File: config.mk
export PLATFORM = sky130hd
export DESIGN_NAME = tlul_reg_responder
export DESIGN_NICKNAME = d
export VERILOG_FILES = /design/src/rtl/tlul_reg_responder.sv
export SDC_FILE = /design/constraint.sdc
export NUM_CORES = 1
export LEC_CHECK = 0
export BUFFER_PORTS_ARGS = -buffer_cell sky130_fd_sc_hd__buf_4
export CORE_ASPECT_RATIO = 0.75
export CORE_MARGIN = 5
export CORE_UTILIZATION = 50
export CTS_CLUSTER_SIZE = 8
export DETAILED_ROUTE_END_ITERATION = 10
export GPL_TIMING_DRIVEN = 0
export PLACE_DENSITY_LB_ADDON = 0.15
export SETUP_SLACK_MARGIN = 0.5
export SLEW_MARGIN = 30
export SYNTH_ARGS = -nofsm -noshare
export SYNTH_HDL_FRONTEND = slang
export SYNTH_SLANG_ARGS = --single-unit
File: constraint.sdc
create_clock -name clk_i -period 5.3 [get_ports clk_i]
set_input_delay 1.59 -clock clk_i [delete_from_list [all_inputs] [get_ports clk_i]]
set_output_delay 1.59 -clock clk_i [all_outputs]
set_load 0.01 [all_outputs]
File: src/rtl/tlul_reg_responder.sv
// TL-UL device-side register responder with configurable response latency.
// Includes the minimal TL-UL type package and response-integrity generator
// it depends on, so the block is self-contained.

package tlul_pkg;

    typedef enum logic [2:0] {
        PutFullData    = 3'h0,
        PutPartialData = 3'h1,
        Get            = 3'h4
    } tl_a_op_e;

    typedef enum logic [2:0] {
        AccessAck     = 3'h0,
        AccessAckData = 3'h1
    } tl_d_op_e;

    typedef struct packed {
        logic [6:0] cmd_intg;
        logic [6:0] data_intg;
    } tl_a_user_t;

    typedef struct packed {
        logic [6:0] rsp_intg;
        logic [6:0] data_intg;
    } tl_d_user_t;

    typedef struct packed {
        logic        a_valid;
        tl_a_op_e    a_opcode;
        logic [2:0]  a_param;
        logic [1:0]  a_size;
        logic [7:0]  a_source;
        logic [31:0] a_address;
        logic [3:0]  a_mask;
        logic [31:0] a_data;
        tl_a_user_t  a_user;
        logic        d_ready;
    } tl_h2d_t;

    typedef struct packed {
        logic        d_valid;
        tl_d_op_e    d_opcode;
        logic [2:0]  d_param;
        logic [1:0]  d_size;
        logic [7:0]  d_source;
        logic        d_sink;
        logic [31:0] d_data;
        tl_d_user_t  d_user;
        logic        d_error;
        logic        a_ready;
    } tl_d2h_t;

endpackage

// Fills d_user with integrity codes computed over the response metadata and data.
module tlul_rsp_intg_gen
    import tlul_pkg::*;
(
    input  tl_d2h_t tl_i,
    output tl_d2h_t tl_o
);

    // 7-lane parity fold: bit i of the input contributes to lane i mod 7.
    function automatic logic [6:0] fold7(input logic [55:0] v);
        logic [6:0] p;
        p = '0;
        for (int unsigned i = 0; i < 56; i++) begin
            p[3'(i % 7)] = p[3'(i % 7)] ^ v[i];
        end
        return p;
    endfunction

    // Pass the response through, replacing only the user/integrity field.
    always_comb begin
        tl_o                  = tl_i;
        tl_o.d_user.rsp_intg  = fold7({38'b0, tl_i.d_opcode, tl_i.d_param, tl_i.d_size,
                                       tl_i.d_source, tl_i.d_sink, tl_i.d_error});
        tl_o.d_user.data_intg = fold7({24'b0, tl_i.d_data});
    end

endmodule

module tlul_reg_responder
    import tlul_pkg::*;
#(
    parameter int unsigned NumRegs    = 8,
    parameter int unsigned RspLatency = 0
) (
    input  logic                   clk_i,
    input  logic                   rst_ni,
    input  tl_h2d_t                tl_i,
    output tl_d2h_t                tl_o,
    output logic [NumRegs*32-1:0]  reg_o
);

    typedef enum logic [1:0] {
        IDLE,
        WAIT,
        RESP
    } state_e;

    localparam logic [2:0] LatLoad = (RspLatency > 0) ? 3'(RspLatency - 1) : 3'd0;

    state_e      state_q, state_d;
    logic [2:0]  cnt_q;
    logic [31:0] regs_q [NumRegs];

    tl_d_op_e    op_q;
    logic [7:0]  src_q;
    logic [1:0]  size_q;
    logic [31:0] data_q;
    logic        err_q;

    logic        accept;
    logic        is_get;
    logic        is_put;
    logic        err;
    logic [29:0] word_idx;
    logic [31:0] rd_word;
    logic [31:0] wmask;
    tl_d2h_t     rsp_base;
    logic        unused_tl;

    assign unused_tl = ^{tl_i.a_param, tl_i.a_user};

    // Decode the A-channel request: legality, read mux and byte write mask.
    always_comb begin
        word_idx = tl_i.a_address[31:2];
        is_get   = (tl_i.a_opcode == Get);
        is_put   = (tl_i.a_opcode == PutFullData) || (tl_i.a_opcode == PutPartialData);
        err      = ({2'b0, word_idx} >= 32'(NumRegs))
                || (tl_i.a_address[1:0] != 2'b00)
                || (tl_i.a_size != 2'd2)
                || !(is_get || is_put)
                || ((tl_i.a_opcode == PutFullData) && (tl_i.a_mask != 4'hf));
        rd_word  = '0;
        for (int unsigned i = 0; i < NumRegs; i++) begin
            if (word_idx == 30'(i)) begin
                rd_word = regs_q[i];
            end
        end
        for (int unsigned b = 0; b < 4; b++) begin
            wmask[8*b +: 8] = {8{tl_i.a_mask[b]}};
        end
        accept = (state_q == IDLE) && tl_i.a_valid;
    end

    // Next-state logic: accept -> optional wait -> respond until d_ready.
    always_comb begin
        state_d = state_q;
        unique case (state_q)
            IDLE: begin
                if (accept) begin
                    state_d = (RspLatency > 0) ? WAIT : RESP;
                end
            end
            WAIT: begin
                if (cnt_q == 3'd0) begin
                    state_d = RESP;
                end
            end
            RESP: begin
                if (tl_i.d_ready) begin
                    state_d = IDLE;
                end
            end
            default: state_d = IDLE;
        endcase
    end

    // State register.
    always_ff @(posedge clk_i or negedge rst_ni) begin
        if (!rst_ni) begin
            state_q <= IDLE;
        end else begin
            state_q <= state_d;
        end
    end

    // Latency counter: loaded at accept, counts down while waiting.
    always_ff @(posedge clk_i or negedge rst_ni) begin
        if (!rst_ni) begin
            cnt_q <= '0;
        end else if (accept) begin
            cnt_q <= LatLoad;
        end else if ((state_q == WAIT) && (cnt_q != 3'd0)) begin
            cnt_q <= cnt_q - 3'd1;
        end
    end

    // Capture response fields at the accept edge; they stay stable through RESP.
    always_ff @(posedge clk_i or negedge rst_ni) begin
        if (!rst_ni) begin
            op_q   <= AccessAck;
            src_q  <= '0;
            size_q <= '0;
            data_q <= '0;
            err_q  <= 1'b0;
        end else if (accept) begin
            op_q   <= is_get ? AccessAckData : AccessAck;
            src_q  <= tl_i.a_source;
            size_q <= tl_i.a_size;
            err_q  <= err;
            if (is_get) begin
                data_q <= err ? '1 : rd_word;
            end else begin
                data_q <= '0;
            end
        end
    end

    // Register bank: byte-masked write of a legal Put at the accept edge.
    always_ff @(posedge clk_i or negedge rst_ni) begin
        if (!rst_ni) begin
            for (int unsigned i = 0; i < NumRegs; i++) begin
                regs_q[i] <= '0;
            end
        end else if (accept && !err && is_put) begin
            for (int unsigned i = 0; i < NumRegs; i++) begin
                if (word_idx == 30'(i)) begin
                    regs_q[i] <= (regs_q[i] & ~wmask) | (tl_i.a_data & wmask);
                end
            end
        end
    end

    // Flatten the register bank onto reg_o.
    always_comb begin
        reg_o = '0;
        for (int unsigned i = 0; i < NumRegs; i++) begin
            reg_o[32*i +: 32] = regs_q[i];
        end
    end

    // Assemble the D channel before integrity generation.
    always_comb begin
        rsp_base          = '0;
        rsp_base.d_valid  = (state_q == RESP);
        rsp_base.d_opcode = op_q;
        rsp_base.d_param  = 3'd0;
        rsp_base.d_size   = size_q;
        rsp_base.d_source = src_q;
        rsp_base.d_sink   = 1'b0;
        rsp_base.d_data   = data_q;
        rsp_base.d_error  = err_q;
        rsp_base.a_ready  = (state_q == IDLE);
    end

    tlul_rsp_intg_gen u_rsp_intg (
        .tl_i (rsp_base),
        .tl_o (tl_o)
    );

endmodule
==> out/summary.txt <==
Met2 Track Usage GR -> 50.3%
Post-route minimum period -> 4.08 ns
Final Setup Violations -> 0
F_max -> 245 MHz
Layout Utilization -> 67.3%
First-pass detailed-route iteration total -> 5
Synth Flop Type -> dfrtp_1
RSZ-0062 raised after global routing -> false
Cts hold-fix bufs -> 0
Storage element area -> 7530 um2
Sw frac -> 25.4%
Seq/Total Area, Yosys -> 53.6%
Postcts setup bufs -> 0
Multi-input logic area -> 6230 um2
Most used routing layer in global routing -> met2
Clock root buffer -> clkbuf_16
Die area -> 31600 um2
Sequential share of power -> 44.4%
Post-CTS resize count -> 0
Post-DR wirelength/cell -> 29.1 um
Core Footprint -> 27900 um2
Total routed wirelength -> 53.6 mm
Synth-to-Final Area Change -> 33.3%
Fin. max-slew vios -> 0
Slew headroom -> 33.5%
Pwr Density -> 289 nW/um2
Number of fill cells -> 2105
Vias in the first global route -> 11.7k
Initial Util -> 50.5%
Crit path max fanout -> 10
Synth warn -> 0
Most frequent cells in the layout -> 409 x buf_4, 301 x dfrtp_1, 269 x mux2_2, 56 x nand2_1, 43 x clkbuf_16
Layout Nets -> 1584
Crit path capture type -> flop
Kind of critical path -> input pin to flop
Post-synthesis cell count -> 1029
Clk Latency, worst-skew pair -> 0.55 ns
Drt initial violations -> 744
Buffer depth of the longest clock path -> 3
CTS H-tree depth -> 2
DR vias -> 11.3k
Final RePlAce weighted congestion -> 0.858
Post-Syn Area -> 14100 um2
I/O Buffers -> 400
Slew @ Worst Pin -> 0.997 ns
Total GRT Usage -> 33.0%
Die W -> 204 um
Vias per inst -> 6.13
Die height -> 155 um
Critical Path Start Type -> input pin
Outcome -> finished clean
Clk network pwr share -> 43.9%
Initial antenna violation count -> 0
Number of synthesized flops with an enable pin -> 0
Clk_skew -> 0.0265 ns
Hold Vio Cnt, Final -> 0
Total power -> 5.42 mW
Worst endpoint data arrival time -> 4.52 ns
Post-route DRC violation count -> 0
GR Util met1 -> 45.6%
Distinct cells, synth -> 51
Detailed Place HPWL -> 38.1 mm
First-pass GRT wire length -> 77.2 mm
CTS tree -> done
Max IR drop VDD -> 220 uV
I/O pin cnt -> 424
CTS Buf Count -> 43
Worst endpoint required time -> 5.75 ns
Post-Syn Area per Cell -> 13.7 um2
Number of diodes -> 0
Most common cell after layout, fill and taps aside -> buf_4
Sw power -> 1.38 mW
Final period utilization -> 76.9%
CTS Sinks -> 301
GR Layer Usage met3 -> 11.0%
Clock-pin slew on the worst setup and hold paths -> 0.05 ns
Int Pwr -> 4.05 mW
Max Cap Viol -> 0
Comb power frac -> 11.8%
Largest net degree at the start of global routing -> 82
Post-DRT Antenna Nets -> 0
Total gr overflow -> 0
Yosys reg bits -> 301
Layout cells sized above 1 -> 54.0%
Worst min path class -> flop to flop
P_leak -> 9.60 nW
Ys async rst share -> 100%
Core Rows -> 53
-- final timing paths --
path | startpoint | end | slack, ns | cells past startpoint
worst min-delay path | flop | flop | 0.51 | 1
worst max register to register | state_q[1]$_DFFE_PN0P_ | flop | 2.51 | 7
max in group asynchronous | rst_ni | asynchronous set/reset pin | 3.07 | 3
min in group asynchronous | rst_ni | asynchronous set/reset pin | 1.01 | 1
worst min register to register | flop | flop | 0.51 | 1
worst max-delay path | tl_i[63] | data_q[11]$_DFFE_PN0P_ | 1.22 | 7
-- Yosys cell counts (14+ instances only) --
cell type  instances  share of area [%]
dfrtp_1          301                 54
mux2_2           269                 22
nand2_1           56                1.5
o21ai_0           39                1.4
clkbuf_1          32               0.85
mux2i_1           28                2.0
o211ai_1          23                1.2
xnor2_1           22                1.4
mux4_2            20                3.2
a21oi_1           19               0.68
nand3_1           19               0.68
nand3_2           19                1.4
o221ai_1          19                1.2
buf_2             14               0.50
mux2_1            14                1.1
-- metrics by stage --
step	worst slack, ns	TNS (ns)	cell area, um2	hold slack [ns]	cells
2_1_floorplan	1.88	0	14100	0.492	1034
3_3_place_gp	-0.109	-21.07	17500	0.499	1791
3_5_place_dp	0.901	0	17600	0.508	1794
4_1_cts	1.45	0	18700	0.517	1841
5_1_grt	1.22	0	18800	0.529	1841
6_report	1.22	0	18800	0.515	1841
-- final cells by class --
class	instances	share of cell area, %
inverter	2	0.0400
clock buffer	43	5.74
sequential	301	40.2
tap	357	2.38
buffer	68	1.77
multi-input combinational	663	33.2
clock inverter	4	0.167
timing repair buffer	403	16.5
-- per-layer routing --
layer / up-vias / wire (um)
li1: 4760 / -
met1: 5829 / 22200
met4: 0 / 1380
met2: 591 / 24300
met3: 109 / 5700
met5: - / 0
-- power groups by stage --
stage / clock network (mW) / registers [mW] / logic, mW
after floorplan: 0 / 2.45 / 0.232
after global placement: 0 / 2.44 / 0.618
after detailed placement: 0 / 2.44 / 0.632
after CTS: 2.42 / 2.41 / 0.635
after global routing: 2.51 / 2.41 / 0.676
final: 2.38 / 2.41 / 0.637
-- worst max-delay path, stage by stage --
cell and delay (ns):
buf_4 0.11, nor4_1 0.63, nand3_1 0.53, nor2_1 0.48, nand3_1 0.41, clkbuf_1 0.45, o221ai_1 0.31
-- kinds of logic after synthesis --
logic type / count (synthesis) / share of synthesized area (%)
xor gates and xnor gates: 30 / 1.87
other: 1 / 0.0267
and+or+nand+nor: 157 / 7.35
buffers and inverters: 70 / 2.39
DFF: 301 / 53.6
muxes: 331 / 27.9
AOI/OAI and AO/OA: 139 / 6.95
No activity file was read; power rests on OpenSTA's default activity.
